$ cat config.mk
export PLATFORM = sky130hd
export DESIGN_NAME = mesa_lb_arbiter_flat
export DESIGN_NICKNAME = d
export VERILOG_FILES = /design/src/rtl/mesa_lb_if.sv /design/src/rtl/mesa_lb_arbiter.sv /design/src/flat_wrapper.sv
export SDC_FILE = /design/constraint.sdc
export NUM_CORES = 1
export LEC_CHECK = 0
export CAP_MARGIN = 0
export CORE_UTILIZATION = 54
export CTS_BUF_LIST = sky130_fd_sc_hd__clkbuf_8
export CTS_CLUSTER_SIZE = 14
export DETAILED_ROUTE_END_ITERATION = 12
export HOLD_SLACK_MARGIN = 0.06
export PLACE_DENSITY = 0.9
export SLEW_MARGIN = 20
export SYNTH_ARGS = -nofsm -noshare
export SYNTH_HDL_FRONTEND = slang
export SYNTH_SLANG_ARGS = --single-unit
$ cat constraint.sdc
create_clock -name clk -period 3.2 [get_ports clk]
set_input_delay 0.32 -clock clk [delete_from_list [all_inputs] [get_ports clk]]
set_output_delay 0.32 -clock clk [all_outputs]
set_load 0.01 [all_outputs]
$ cat src/rtl/mesa_lb_if.sv
// Mesa local bus port bundle shared by the arbiter masters and slave.
// master drives requests; slave returns read data.
interface mesa_lb_if;
  logic        wr;
  logic        rd;
  logic [31:0] addr;
  logic [31:0] wr_d;
  logic [31:0] rd_d;
  logic        rd_rdy;

  modport master (
    output wr, rd, addr, wr_d,
    input  rd_d, rd_rdy
  );

  modport slave (
    input  wr, rd, addr, wr_d,
    output rd_d, rd_rdy
  );
endinterface

$ cat src/rtl/mesa_lb_arbiter.sv
// Two-master round-robin arbiter onto one Mesa local bus slave port.
// Optional read timeout enabled by defining LB_ARB_TIMEOUT_EN.
module mesa_lb_arbiter #(
  parameter int          RD_TIMEOUT_CYC = 255,
  parameter logic [31:0] TIMEOUT_DATA   = 32'hDEADBEEF
) (
  input  logic        clk,
  input  logic        reset_l,
  mesa_lb_if.slave    m0,
  mesa_lb_if.slave    m1,
  mesa_lb_if.master   s,
  output logic        m0_busy,
  output logic        m1_busy,
  input  logic        ovfl_clr,
  output logic [1:0]  ovfl
);

  typedef enum logic [1:0] {
    IDLE    = 2'd0,
    WR      = 2'd1,
    RD_WAIT = 2'd2
  } state_t;

  typedef struct packed {
    logic        vld;
    logic        wr;
    logic [31:0] addr;
    logic [31:0] data;
  } req_t;

  state_t      st_q, st_d;
  req_t        pend_q [2];
  req_t        pend_d [2];
  logic        own_q, own_d;
  logic        prio_q, prio_d;
  logic        s_wr_q, s_wr_d;
  logic        s_rd_q, s_rd_d;
  logic [31:0] s_addr_q, s_addr_d;
  logic [31:0] s_wd_q, s_wd_d;
  logic [31:0] rdd_q [2];
  logic [31:0] rdd_d [2];
  logic [1:0]  rdy_q, rdy_d;
  logic [1:0]  busy_q, busy_d;
  logic [1:0]  ovfl_q, ovfl_d;

  logic [1:0]  req_wr, req_rd;
  logic [31:0] req_addr [2];
  logic [31:0] req_wd [2];
  logic        any_pend, gnt;
  logic        tmo, rd_hit, rd_done;
  logic [31:0] ret_d;

  assign req_wr      = {m1.wr, m0.wr};
  assign req_rd      = {m1.rd, m0.rd};
  assign req_addr[0] = m0.addr;
  assign req_addr[1] = m1.addr;
  assign req_wd[0]   = m0.wr_d;
  assign req_wd[1]   = m1.wr_d;

  // rdy during the s_lb_rd cycle belongs to no accepted read
  assign rd_hit  = (st_q == RD_WAIT) && !s_rd_q && s.rd_rdy;
  assign rd_done = rd_hit | tmo;
  assign ret_d   = rd_hit ? s.rd_d : TIMEOUT_DATA;

`ifdef LB_ARB_TIMEOUT_EN
  localparam logic [15:0] TMO_LAST = 16'(RD_TIMEOUT_CYC - 1);
  logic [15:0] cnt_q, cnt_d;

  always_comb begin
    cnt_d = (st_q == RD_WAIT) ? cnt_q + 16'd1 : '0;
  end

  assign tmo = (st_q == RD_WAIT) && (cnt_q == TMO_LAST);

  always_ff @(posedge clk or negedge reset_l) begin
    if (!reset_l) cnt_q <= '0;
    else          cnt_q <= cnt_d;
  end
`else
  logic unused_cfg;
  assign tmo        = 1'b0;
  assign unused_cfg = ^RD_TIMEOUT_CYC;
`endif

  always_comb begin
    any_pend = pend_q[0].vld | pend_q[1].vld;
    gnt      = 1'b0;
    unique case (1'b1)
      pend_q[0].vld && pend_q[1].vld:  gnt = prio_q;
      pend_q[1].vld && !pend_q[0].vld: gnt = 1'b1;
      default:                         gnt = 1'b0;
    endcase
  end

  always_comb begin
    st_d = st_q;
    unique case (st_q)
      IDLE:    if (any_pend) st_d = pend_q[gnt].wr ? WR : RD_WAIT;
      WR:      st_d = IDLE;
      RD_WAIT: if (rd_done) st_d = IDLE;
      default: st_d = IDLE;
    endcase
  end

  always_comb begin
    pend_d   = pend_q;
    own_d    = own_q;
    prio_d   = prio_q;
    s_wr_d   = 1'b0;
    s_rd_d   = 1'b0;
    s_addr_d = s_addr_q;
    s_wd_d   = s_wd_q;
    rdd_d    = rdd_q;
    rdy_d    = '0;
    busy_d   = '0;
    ovfl_d   = ovfl_clr ? 2'b00 : ovfl_q;

    for (int n = 0; n < 2; n++) begin
      if (req_wr[n] | req_rd[n]) begin
        if (pend_q[n].vld || (st_q != IDLE && own_q == n[0])) begin
          ovfl_d[n] = 1'b1;
        end else begin
          pend_d[n] = '{vld: 1'b1, wr: req_wr[n],
                        addr: req_addr[n], data: req_wd[n]};
          if (req_wr[n] && req_rd[n]) ovfl_d[n] = 1'b1;
        end
      end
    end

    if (st_q == IDLE && any_pend) begin
      own_d           = gnt;
      pend_d[gnt].vld = 1'b0;
      s_addr_d        = pend_q[gnt].addr;
      s_wd_d          = pend_q[gnt].data;
      s_wr_d          = pend_q[gnt].wr;
      s_rd_d          = !pend_q[gnt].wr;
      if (pend_q[0].vld && pend_q[1].vld) prio_d = ~prio_q;
    end

    if (rd_done) begin
      rdd_d[own_q] = ret_d;
      rdy_d[own_q] = 1'b1;
    end

    for (int n = 0; n < 2; n++) begin
      busy_d[n] = pend_d[n].vld | (st_d != IDLE && own_d == n[0]);
    end
  end

  always_ff @(posedge clk or negedge reset_l) begin
    if (!reset_l) begin
      st_q      <= IDLE;
      pend_q[0] <= '0;
      pend_q[1] <= '0;
      own_q     <= 1'b0;
      prio_q    <= 1'b0;
      s_wr_q    <= 1'b0;
      s_rd_q    <= 1'b0;
      s_addr_q  <= '0;
      s_wd_q    <= '0;
      rdd_q[0]  <= '0;
      rdd_q[1]  <= '0;
      rdy_q     <= '0;
      busy_q    <= '0;
      ovfl_q    <= '0;
    end else begin
      st_q      <= st_d;
      pend_q    <= pend_d;
      own_q     <= own_d;
      prio_q    <= prio_d;
      s_wr_q    <= s_wr_d;
      s_rd_q    <= s_rd_d;
      s_addr_q  <= s_addr_d;
      s_wd_q    <= s_wd_d;
      rdd_q     <= rdd_d;
      rdy_q     <= rdy_d;
      busy_q    <= busy_d;
      ovfl_q    <= ovfl_d;
    end
  end

  assign m0.rd_d   = rdd_q[0];
  assign m0.rd_rdy = rdy_q[0];
  assign m1.rd_d   = rdd_q[1];
  assign m1.rd_rdy = rdy_q[1];
  assign m0_busy   = busy_q[0];
  assign m1_busy   = busy_q[1];
  assign s.wr      = s_wr_q;
  assign s.rd      = s_rd_q;
  assign s.addr    = s_addr_q;
  assign s.wr_d    = s_wd_q;
  assign ovfl      = ovfl_q;

endmodule

$ cat src/flat_wrapper.sv
// flat-port wrapper written by rule: the top's interface ports become plain ports
module mesa_lb_arbiter_flat 
#(
  parameter int          RD_TIMEOUT_CYC = 255,
  parameter logic [31:0] TIMEOUT_DATA   = 32'hDEADBEEF
)
  (clk, reset_l, m0_busy, m1_busy, ovfl_clr, ovfl, m0_wr, m0_rd, m0_addr, m0_wr_d, m0_rd_d, m0_rd_rdy, m1_wr, m1_rd, m1_addr, m1_wr_d, m1_rd_d, m1_rd_rdy, s_wr, s_rd, s_addr, s_wr_d, s_rd_d, s_rd_rdy);
  mesa_lb_if m0_i ();
  mesa_lb_if m1_i ();
  mesa_lb_if s_i ();
  input  logic clk;
  input  logic reset_l;
  output logic m0_busy;
  output logic m1_busy;
  input  logic ovfl_clr;
  output logic [1:0] ovfl;
  input wire logic [$bits(m0_i.wr)-1:0] m0_wr;
  input wire logic [$bits(m0_i.rd)-1:0] m0_rd;
  input wire logic [$bits(m0_i.addr)-1:0] m0_addr;
  input wire logic [$bits(m0_i.wr_d)-1:0] m0_wr_d;
  output wire logic [$bits(m0_i.rd_d)-1:0] m0_rd_d;
  output wire logic [$bits(m0_i.rd_rdy)-1:0] m0_rd_rdy;
  input wire logic [$bits(m1_i.wr)-1:0] m1_wr;
  input wire logic [$bits(m1_i.rd)-1:0] m1_rd;
  input wire logic [$bits(m1_i.addr)-1:0] m1_addr;
  input wire logic [$bits(m1_i.wr_d)-1:0] m1_wr_d;
  output wire logic [$bits(m1_i.rd_d)-1:0] m1_rd_d;
  output wire logic [$bits(m1_i.rd_rdy)-1:0] m1_rd_rdy;
  output wire logic [$bits(s_i.wr)-1:0] s_wr;
  output wire logic [$bits(s_i.rd)-1:0] s_rd;
  output wire logic [$bits(s_i.addr)-1:0] s_addr;
  output wire logic [$bits(s_i.wr_d)-1:0] s_wr_d;
  input wire logic [$bits(s_i.rd_d)-1:0] s_rd_d;
  input wire logic [$bits(s_i.rd_rdy)-1:0] s_rd_rdy;
  assign m0_i.wr = m0_wr;
  assign m0_i.rd = m0_rd;
  assign m0_i.addr = m0_addr;
  assign m0_i.wr_d = m0_wr_d;
  assign m0_rd_d = m0_i.rd_d;
  assign m0_rd_rdy = m0_i.rd_rdy;
  assign m1_i.wr = m1_wr;
  assign m1_i.rd = m1_rd;
  assign m1_i.addr = m1_addr;
  assign m1_i.wr_d = m1_wr_d;
  assign m1_rd_d = m1_i.rd_d;
  assign m1_rd_rdy = m1_i.rd_rdy;
  assign s_wr = s_i.wr;
  assign s_rd = s_i.rd;
  assign s_addr = s_i.addr;
  assign s_wr_d = s_i.wr_d;
  assign s_i.rd_d = s_rd_d;
  assign s_i.rd_rdy = s_rd_rdy;
  mesa_lb_arbiter #(.RD_TIMEOUT_CYC(RD_TIMEOUT_CYC), .TIMEOUT_DATA(TIMEOUT_DATA)) u_core (.clk(clk), .reset_l(reset_l), .m0(m0_i), .m1(m1_i), .s(s_i), .m0_busy(m0_busy), .m1_busy(m1_busy), .ovfl_clr(ovfl_clr), .ovfl(ovfl));
endmodule
==> metrics <==
status finished clean; Register Area 0.006807 mm^2; Simple-Gate Fraction of Synth Area 0.03333; Initial Util 0.5549; CTS root buffer clkbuf_8; Max Slew Vio Count 0; final setup fails 0; VDD IR max approximately 680 uV; Placer Congestion between 0.8 and 0.9; CTS max path bufs 3; Via-to-Cell Ratio 5.261; worst endpoint required time 3.59 ns; Worst setup SP type flop; Critical Path End u_core.s.wr_d[14]$_DFFE_PN0P_; Mapped Area 0.01134 mm^2; Worst Max-Slew Pin Slew 0.7356 ns; TritonCTS clock tree done; initial antenna violation count 2; mux cell area share after synthesis 0.2836; Max-Cap Viols 0; gate count of the mapped netlist 753; GRT Overall Usage 0.2638; largest net degree at the start of global routing 129; Reg2Reg Depth 5; core area 0.02043 mm^2; final core utilization 0.7604; Yosys top cell area share 0.6004; Num CTS Buffers 45; max frequency between 400 and 500 MHz; P per Cell Area between 1000 and 1500 mW/mm^2; final hold viol count 0; global-route wire length before repair ~44 mm; start of the worst register-to-register path u_core.pend_q[131]$_DFF_PN0_; RSZ-0062 raised after global routing false; H-tree depth 2; DP HPWL 18.01 mm; Synth area leaders dfrtp_1 (60%), mux2_4 (15%), mux2_2 (8.1%); Hold Path Class input port to asynchronous set/reset pin; crit path time final 2.205 ns; Synth Area in Compound Gates 0.04359; reg2reg end u_core.s.wr_d[14]$_DFFE_PN0P_; critical path arrival 2.59 ns; CP endpoint kind flop; slew margin rel. 0.5096; io pins 304; flop2flop setup slack 0.99 ns; Post-Synth Adder-Cell Area 0; global route overflow 0; Syn Nets 921; final antenna-violating net count 0; First-pass DRT Iterations 4; largest area contributor in the netlist dfrtp_1; die width 146.9 um; placement row count 52; die area approximately 0.022 mm^2; multi-input combinational cell area 0.004115 mm^2; PostCTS Resize Cnt 0; number of global-route vias before repair 7,933; DRC violations left 0; Initial DRC Count between 200 and 300; sequential cell area fraction in the yosys report 0.6004; Syn-to-layout area delta 37.02%; Leakage 7.071 nW; Final nets 1,240; Post-synth EDFFs 0; share of layout cells above drive strength 1 0.2557; number of different library cells in the post-synthesis netlist 37; Clock Latency Late Sink 0.56 ns; largest family of logic cells by synthesized area multiplexers; I/O Buffers between 300 and 400; commonest register cell after synthesis dfrtp_1; die height 146.9 um; Worst Setup SP u_core.pend_q[131]$_DFF_PN0_; #FFs+latches synth 272; Setup Crit Path Kind flop to flop; skew final between 0.02 and 0.03 ns; Avg Inst Size Synth 15.06 um^2; WL final 28.15 mm; vias post-DR slightly above 7,000; CP Max Fanout 29; Synth Area in XOR/XNOR 0.0007725; Clock transition at path regs 0.07 ns; asr flop ratio synth 1.000; yosys synthesis warning count 0; mean routed wirelength per cell 20.47 um; Place WS 0.8839 ns; Final WS setup approximately 0.99 ns; Synth top cells by count dfrtp_1 (272), mux2_4 (110), mux2_2 (82); Final period util 0.6892; cell with the most instances after synthesis dfrtp_1; Clock Sinks ~270; Layout fillers 1,218; setup TNS 0 ns
-- sequential cells by signal, summed over array words and instances, names as in the netlist --
name,cells
u_core.ovfl,2
u_core.prio_q,1
u_core.s.addr,32
u_core.s.rd,1
u_core.rdy_q,2
u_core.s.wr_d,32
u_core.m0.rd_d,32
u_core.own_q,1
u_core.pend_q,132
u_core.busy_q,2
u_core.s.wr,1
u_core.m1.rd_d,32
u_core.st_q,2
-- repair_timing --
item | CTS | global route
hold buffers | 1 | 0
hold endpoints to repair | 92 | 0
setup buffers | 0 | 0
-- cell usage in the layout (no fill, tap or decap), types with 2 or more instances in the layout --
| cell | Yosys | routed |
|---|---|---|
| diode_2 | 0 | 2 |
| buf_12 | 12 | 7 |
| inv_1 | 4 | 12 |
| clkbuf_8 | 0 | 65 |
| nand2_1 | 72 | 71 |
| mux2i_1 | 64 | 64 |
| o21bai_1 | 3 | 3 |
| mux2_2 | 82 | 82 |
| a21oi_1 | 5 | 5 |
| o21ai_0 | 64 | 64 |
| nand2b_1 | 2 | 2 |
| nor2_1 | 5 | 5 |
| and2_1 | 3 | 3 |
| a21o_1 | 2 | 2 |
| clkdlybuf4s50_1 | 0 | 302 |
| a22o_1 | 2 | 2 |
| mux2_4 | 110 | 110 |
| dfrtp_1 | 272 | 272 |
| nor2b_1 | 3 | 3 |
| buf_4 | 10 | 5 |
| bufinv_16 | 0 | 3 |
-- final cells by class --
class                   count  share of cell area
clock buffers              65             0.05759
flip-flops and latches    272              0.4382
diodes                      2           0.0003222
well taps                 270             0.02175
multi-input cells         433              0.2649
clock inverters            13            0.008619
inverters                   4           0.0009666
repair buffers            316              0.2077
-- where the power goes --
| group | switching [mW] | internal [mW] | total, mW |
|---|---|---|---|
| Combinational | 3.11 | 4.37 | 7.48 |
| Clock | 1.36 | 2.03 | 3.39 |
| Sequential | 1.09 | 5.22 | 6.32 |
| Total | 5.57 | 11.6 | 17.2 |
-- stage by stage --
stage / total power, mW / cells / hold slack, ns / area, um^2
final: 17.19 / 1375 / 0.3676 / 15530
after global placement: 13.38 / 1294 / 0.3965 / 14490
after global routing: 18.08 / 1375 / 0.3649 / 15530
after floorplan: 10.95 / 753 / 0.02441 / 11340
after detailed placement: 13.75 / 1294 / 0.3974 / 14490
after CTS: 17.30 / 1373 / 0.3535 / 15530
-- critical path: stages (launching register included) --
cell      delay, ns
dfrtp_1        0.52
nand2b_1       0.25
nand2_4        0.51
buf_4          0.40
mux2i_1        0.24
o21ai_0        0.11
-- per-layer routing --
layer | GRT usage | part of all wire | vias up
li1 | - | - | 3273
met1 | 0.3127 | 0.39 | 3631
met2 | 0.4626 | 0.52 | 267
met3 | 0.06149 | 0.060 | 63
met4 | 0.1082 | 0.033 | 0
met5 | 0 | 0 | -
-- logic make-up after synthesis --
| logic type | Yosys count |
|---|---|
| AO/OA/AOI/OAI | 86 |
| buffers and inverters | 48 |
| flip-flops | 272 |
| AND/OR/NAND/NOR | 90 |
| multiplexers | 256 |
| XOR/XNOR | 1 |
-- how the worst min path moves through the flow --
stage / cells after the start / end / slack [ns]
after floorplan: 0 / u_core.busy_q[0]$_DFF_PN0_ / 0.02
after global placement: 1 / u_core.s.wr_d[23]$_DFFE_PN0P_ / 0.40
after detailed placement: 1 / u_core.s.addr[1]$_DFFE_PN0P_ / 0.40
after CTS: 2 / u_core.pend_q[21]$_DFFE_PN0P_ / 0.35
after global routing: 2 / u_core.pend_q[34]$_DFFE_PN0P_ / 0.36
final: 2 / u_core.pend_q[89]$_DFFE_PN0P_ / 0.37
(Power assumes the default switching activity.)
==> RTL change 1, RTL diff (config.mk and constraints unchanged) <==
Add a define of `LB_ARB_TIMEOUT_EN`.
--- a/src/rtl/mesa_lb_arbiter.sv
+++ b/src/rtl/mesa_lb_arbiter.sv
@@ -1,5 +1,7 @@
 // Two-master round-robin arbiter onto one Mesa local bus slave port.
 // Optional read timeout enabled by defining LB_ARB_TIMEOUT_EN.
+`define LB_ARB_TIMEOUT_EN
+
 module mesa_lb_arbiter #(
   parameter int          RD_TIMEOUT_CYC = 255,
   parameter logic [31:0] TIMEOUT_DATA   = 32'hDEADBEEF
Function: same outputs for any inputs over 4 cycles, from zero or initial values and one cycle with reset_l low; that may be too few to reach the edited logic, so the function may still have changed.
==> RTL change 1 against the original RTL <==
- die area grew 1.4%
- sequential cell count grew 16
- highest routed layer is now met5
- utilization shrank 0.66 points
- setup slack lost 0.13 ns
- global-route usage grew 0.44 points
- final area grew 1.7%
- worst hold slack is essentially flat
- synthesized cell count grew 11%
- largest power group unchanged
- critical path depth shrank 1
- routed wire length grew 2.5%
- synthesized area grew 1.4%
- total power shrank 2.2%
==> RTL change 1: results (changes against the original RTL) <==
outcome=completed; final wirelength=28.9 mm (+2.5%); largest net degree at the start of global routing=97 (-25%); layout cells sized above 1=0.186 (-0.0693); met2 wire len=14.2 mm (-3.0%); routed len/inst=19.7 um (-3.7%); mux cell area share after synthesis=0.182 (-0.102); CP arrival=2.75 ns (+0.16 ns); met1 Track Usage GR=0.323 (+0.0108); Met3 Wirelength=2.06 mm (+21%); Compound-Gate Fraction of Synth Area=0.0936 (+0.0500); Placed Cells=1,382 (+6.8%); Pint=11.3 mW (-2.9%); Clk pwr share=0.210 (+0.013); min-delay worst type=input port to flip-flop; Net Sw Frac=0.329 (+0.00503); first-pass GRT wire length=45.6 mm (+3.5%); GRT met3 Usage=0.0738 (+0.0123); Detailed Place HPWL=18.9 mm (+4.9%); CTS buffer count=46 (+2.2%); Routed met1 length=11.4 mm (+4.6%); Unique masters post-synth=41 (+11%); Fmax=0.428 GHz (-5.7%); RD Place Congestion=0.828 (+2.4%); initial antenna violation count=3 (+1); Seq/Total Area, Yosys=0.627 (+0.0267); cell count of the worst reg-to-reg path=4 (-1); total track usage=0.268 (+0.00440); VDD IR-drop max=568 uV (-16%); Critical-path top delay cell=nand2_1; combinational share of power=0.407 (-0.028); vias per cell=5.49 (+4.3%); placed inst area=0.0147 sq mm (+1.7%); r2r startpoint=u_core.st_q[0]; CP peak stage delay=0.58 ns (+0.06 ns)
RTL change 1: cell count changes after synthesis, sizes merged, moves of 7 or more:
cell,delta
o22a,+49
mux2,-64
dfrtp,+16
nand3,+7
buf,-8
clkbuf,+13
nor2,+20
a22o,+16
xor2,+7
o21ai,+7
RTL change 1: final cells by class:
type	count	area, sq um
Fill cell	1306	5160
Clock buffer	57	785
Antenna cell	2	5.00
Clock inverter	21	251
Multi-Input combinational cell	494	3940
Tap cell	275	344
Inverter	8	35.0
Timing Repair Buffer	318	3230
Sequential cell	288	7210
RTL change 1: logic make-up after synthesis:
family | Yosys count
DFF | 288
muxes | 193
AOI/OAI and AO/OA | 155
and+or+nand+nor | 130
buffers and inverters | 57
xor gates and xnor gates | 12
adders and majority gates | 4
RTL change 1: worst max-delay path, delay by kind of cell, from the launching register on:
kind	cells	cell delay, ns
compound gates	1	0.42
flops	1	0.39
simple gates	3	1.38
RTL change 1: what timing repair did:
action                                 CTS  global route
endpoints found under the hold margin   91             0
hold buffers                             1             0
resized for setup                        0             0
==> RTL change 2, RTL diff (config.mk and constraints unchanged) <==
Made on the original files. The 3 states of `state_t` get a one-hot encoding in 3 bits.
--- a/src/rtl/mesa_lb_arbiter.sv
+++ b/src/rtl/mesa_lb_arbiter.sv
@@ -15,10 +15,10 @@
   output logic [1:0]  ovfl
 );
 
-  typedef enum logic [1:0] {
-    IDLE    = 2'd0,
-    WR      = 2'd1,
-    RD_WAIT = 2'd2
+  typedef enum logic [2:0] {
+    IDLE    = 3'b001,
+    WR      = 3'b010,
+    RD_WAIT = 3'b100
   } state_t;
 
   typedef struct packed {
Formal check against the unedited RTL: no difference found for any inputs over 4 cycles, from zero or initial values and one cycle with reset_l low; so few cycles prove little.
==> RTL change 2 against the original RTL <==
- routed wire length down 8.1%
- worst hold slack better by 0.015 ns
- combinational power down 17%
- final area down 5.3%
- sequential cell count up 1
- fmax down 7.0%
- synthesized area down 7.0%
- setup slack worse by 0.17 ns
- total power down 12%
- cell count down 0.58%
- utilization up 1.8 points
- synthesized cell count unchanged
- largest cell class unchanged
- highest routed layer is now met5
==> RTL change 2: results (changes against the original RTL) <==
r2r setup slk=0.83 ns (-0.17 ns); first-pass GRT wire length=41.6 mm (-5.6%); outcome=completed; Final nets=1,246 (+0.48%); Seq/Total Area, Yosys=0.648 (+0.0476); worst-skew pair later-pin latency=0.54 ns (-0.02 ns); Worst Setup EP=u_core.pend_q[47]; Starting DRT DRC Count=274 (-1.8%); pre-CTS setup slack=0.890 ns (+0.00577 ns); cell count of the worst reg-to-reg path=5 (unchanged); total track usage=0.268 (+0.00396); Via Count=7,324 (+1.2%); Adder-Cell Fraction of Synth Area=0 (unchanged); Critical-path top delay cell=dfstp_2; start point of the worst hold path=m0_addr[6]; Most flops, register=u_core.pend_q; 1st-pass router iterations=6 (+2); CTS buffer count=45 (unchanged); Detailed Place HPWL=17.2 mm (-4.2%); slew margin rel.=0.563 (+0.0530); Placed Cells=1,290 (-0.31%); CP peak stage delay=0.55 ns (+0.03 ns); mux cell area share after synthesis=0.205 (-0.0786); placed inst area=0.0139 sq mm (-4.3%); number of flip-flops in the largest register=132 (unchanged); Routed met1 length=9.28 mm (-15%); layout cells sized above 1=0.246 (-0.00974); skew final=0.0211 ns (-0.00678 ns); met2 wire len=12.9 mm (-12%); Fmax=0.422 GHz (-7.0%); top cells by count, synth=272 x dfrtp_1, 186 x mux2_2, 131 x nand2_1; Unique masters post-synth=37 (unchanged); Reg clk slew, reported paths=0.06 ns; Max Fanout on Critical Path=64 (+120%); crit path from=u_core.st_q[0]; top cells by area, synth=dfrtp_1 65%, mux2_2 20%, nand2_1 4.7%, a22oi_1 4.6%, buf_4 0.64%; Post-synth ARST share=1.00 (unchanged); hold_ws=0.383 ns (+0.0155 ns); vias per cell=5.36 (+1.8%); root buf cell=clkbuf_8; post_cts resized=0 (unchanged); Mapped Avg Cell Area=14.0 sq um (-7.0%); Met3 Wirelength=2.83 mm (+67%); min-delay worst type=input port to flip-flop; largest net degree at the start of global routing=88 (-32%); CP required=3.61 ns (+0.02 ns); VDD IR-drop max=623 uV (-8.1%); hold path endpoint=u_core.pend_q[104]; WHS Path Cells=2; XOR/XNOR Fraction of Synth Area=0.000831 (+0.0000580); synthesis warning total=0 (unchanged); RD Place Congestion=0.779 (-3.6%); Static Leak=6.55 nW (-7.4%); routed len/inst=18.9 um (-7.6%); Max Used Layer=met5; Compound-Gate Fraction of Synth Area=0.0600 (+0.0164); vias in the first global route=8,201 (+3.4%); initial antenna violation count=2 (unchanged)
## RTL change 2: changes by cell type after synthesis, sizes merged, moves of 5 or more
cell / unedited run / this run
a22oi: 0 / 64
buf: 35 / 29
inv: 4 / 9
mux2i: 64 / 0
nand2: 72 / 131
o21ai: 65 / 6
## RTL change 2: cell families (layout without fill, tap and decap cells)
kind of cell,Yosys count,after routing
AO/OA/AOI/OAI,87,87
XOR/XNOR,1,1
buffers and inverters,50,403
flip-flops,273,273
multiplexers,192,192
other,0,1
AND/OR/NAND/NOR,150,150
## RTL change 2: layer usage
metal / global-route usage / vias to the layer above
met5: 0 / -
li1: - / 3289
met4: 0.113 / 2
met1: 0.299 / 3646
met3: 0.108 / 63
met2: 0.454 / 324
## RTL change 2: cell type report
type                            instances  area [sq um]
Fill cell                            1192          4190
Timing Repair Buffer                  319          3210
Inverter                                9          33.8
Antenna cell                            1          2.50
Clock inverter                         22          97.6
Multi-Input combinational cell        430          3470
Tap cell                              260           325
Sequential cell                       273          6830
Clock buffer                           53           729
## RTL change 2: repair_timing
item                                   in CTS  in global routing
endpoints found under the hold margin      83                  0
setup endpoints to repair                   0                  0
hold buffers                                1                  0
## RTL change 2: power by group
group / internal (mW) / total (mW) / switching [mW]
clock network: 1.50 / 2.80 / 1.30
registers: 5.22 / 6.18 / 0.959
logic: 3.44 / 6.20 / 2.77
## RTL change 2: critical path, delay by kind of cell (launching register included)
family / cells / cell delay, ns
AO/OA/AOI/OAI: 1 / 0.29
buffers and inverters: 1 / 0.30
flip-flops: 1 / 0.55
multiplexers: 1 / 0.39
AND/OR/NAND/NOR: 2 / 0.60
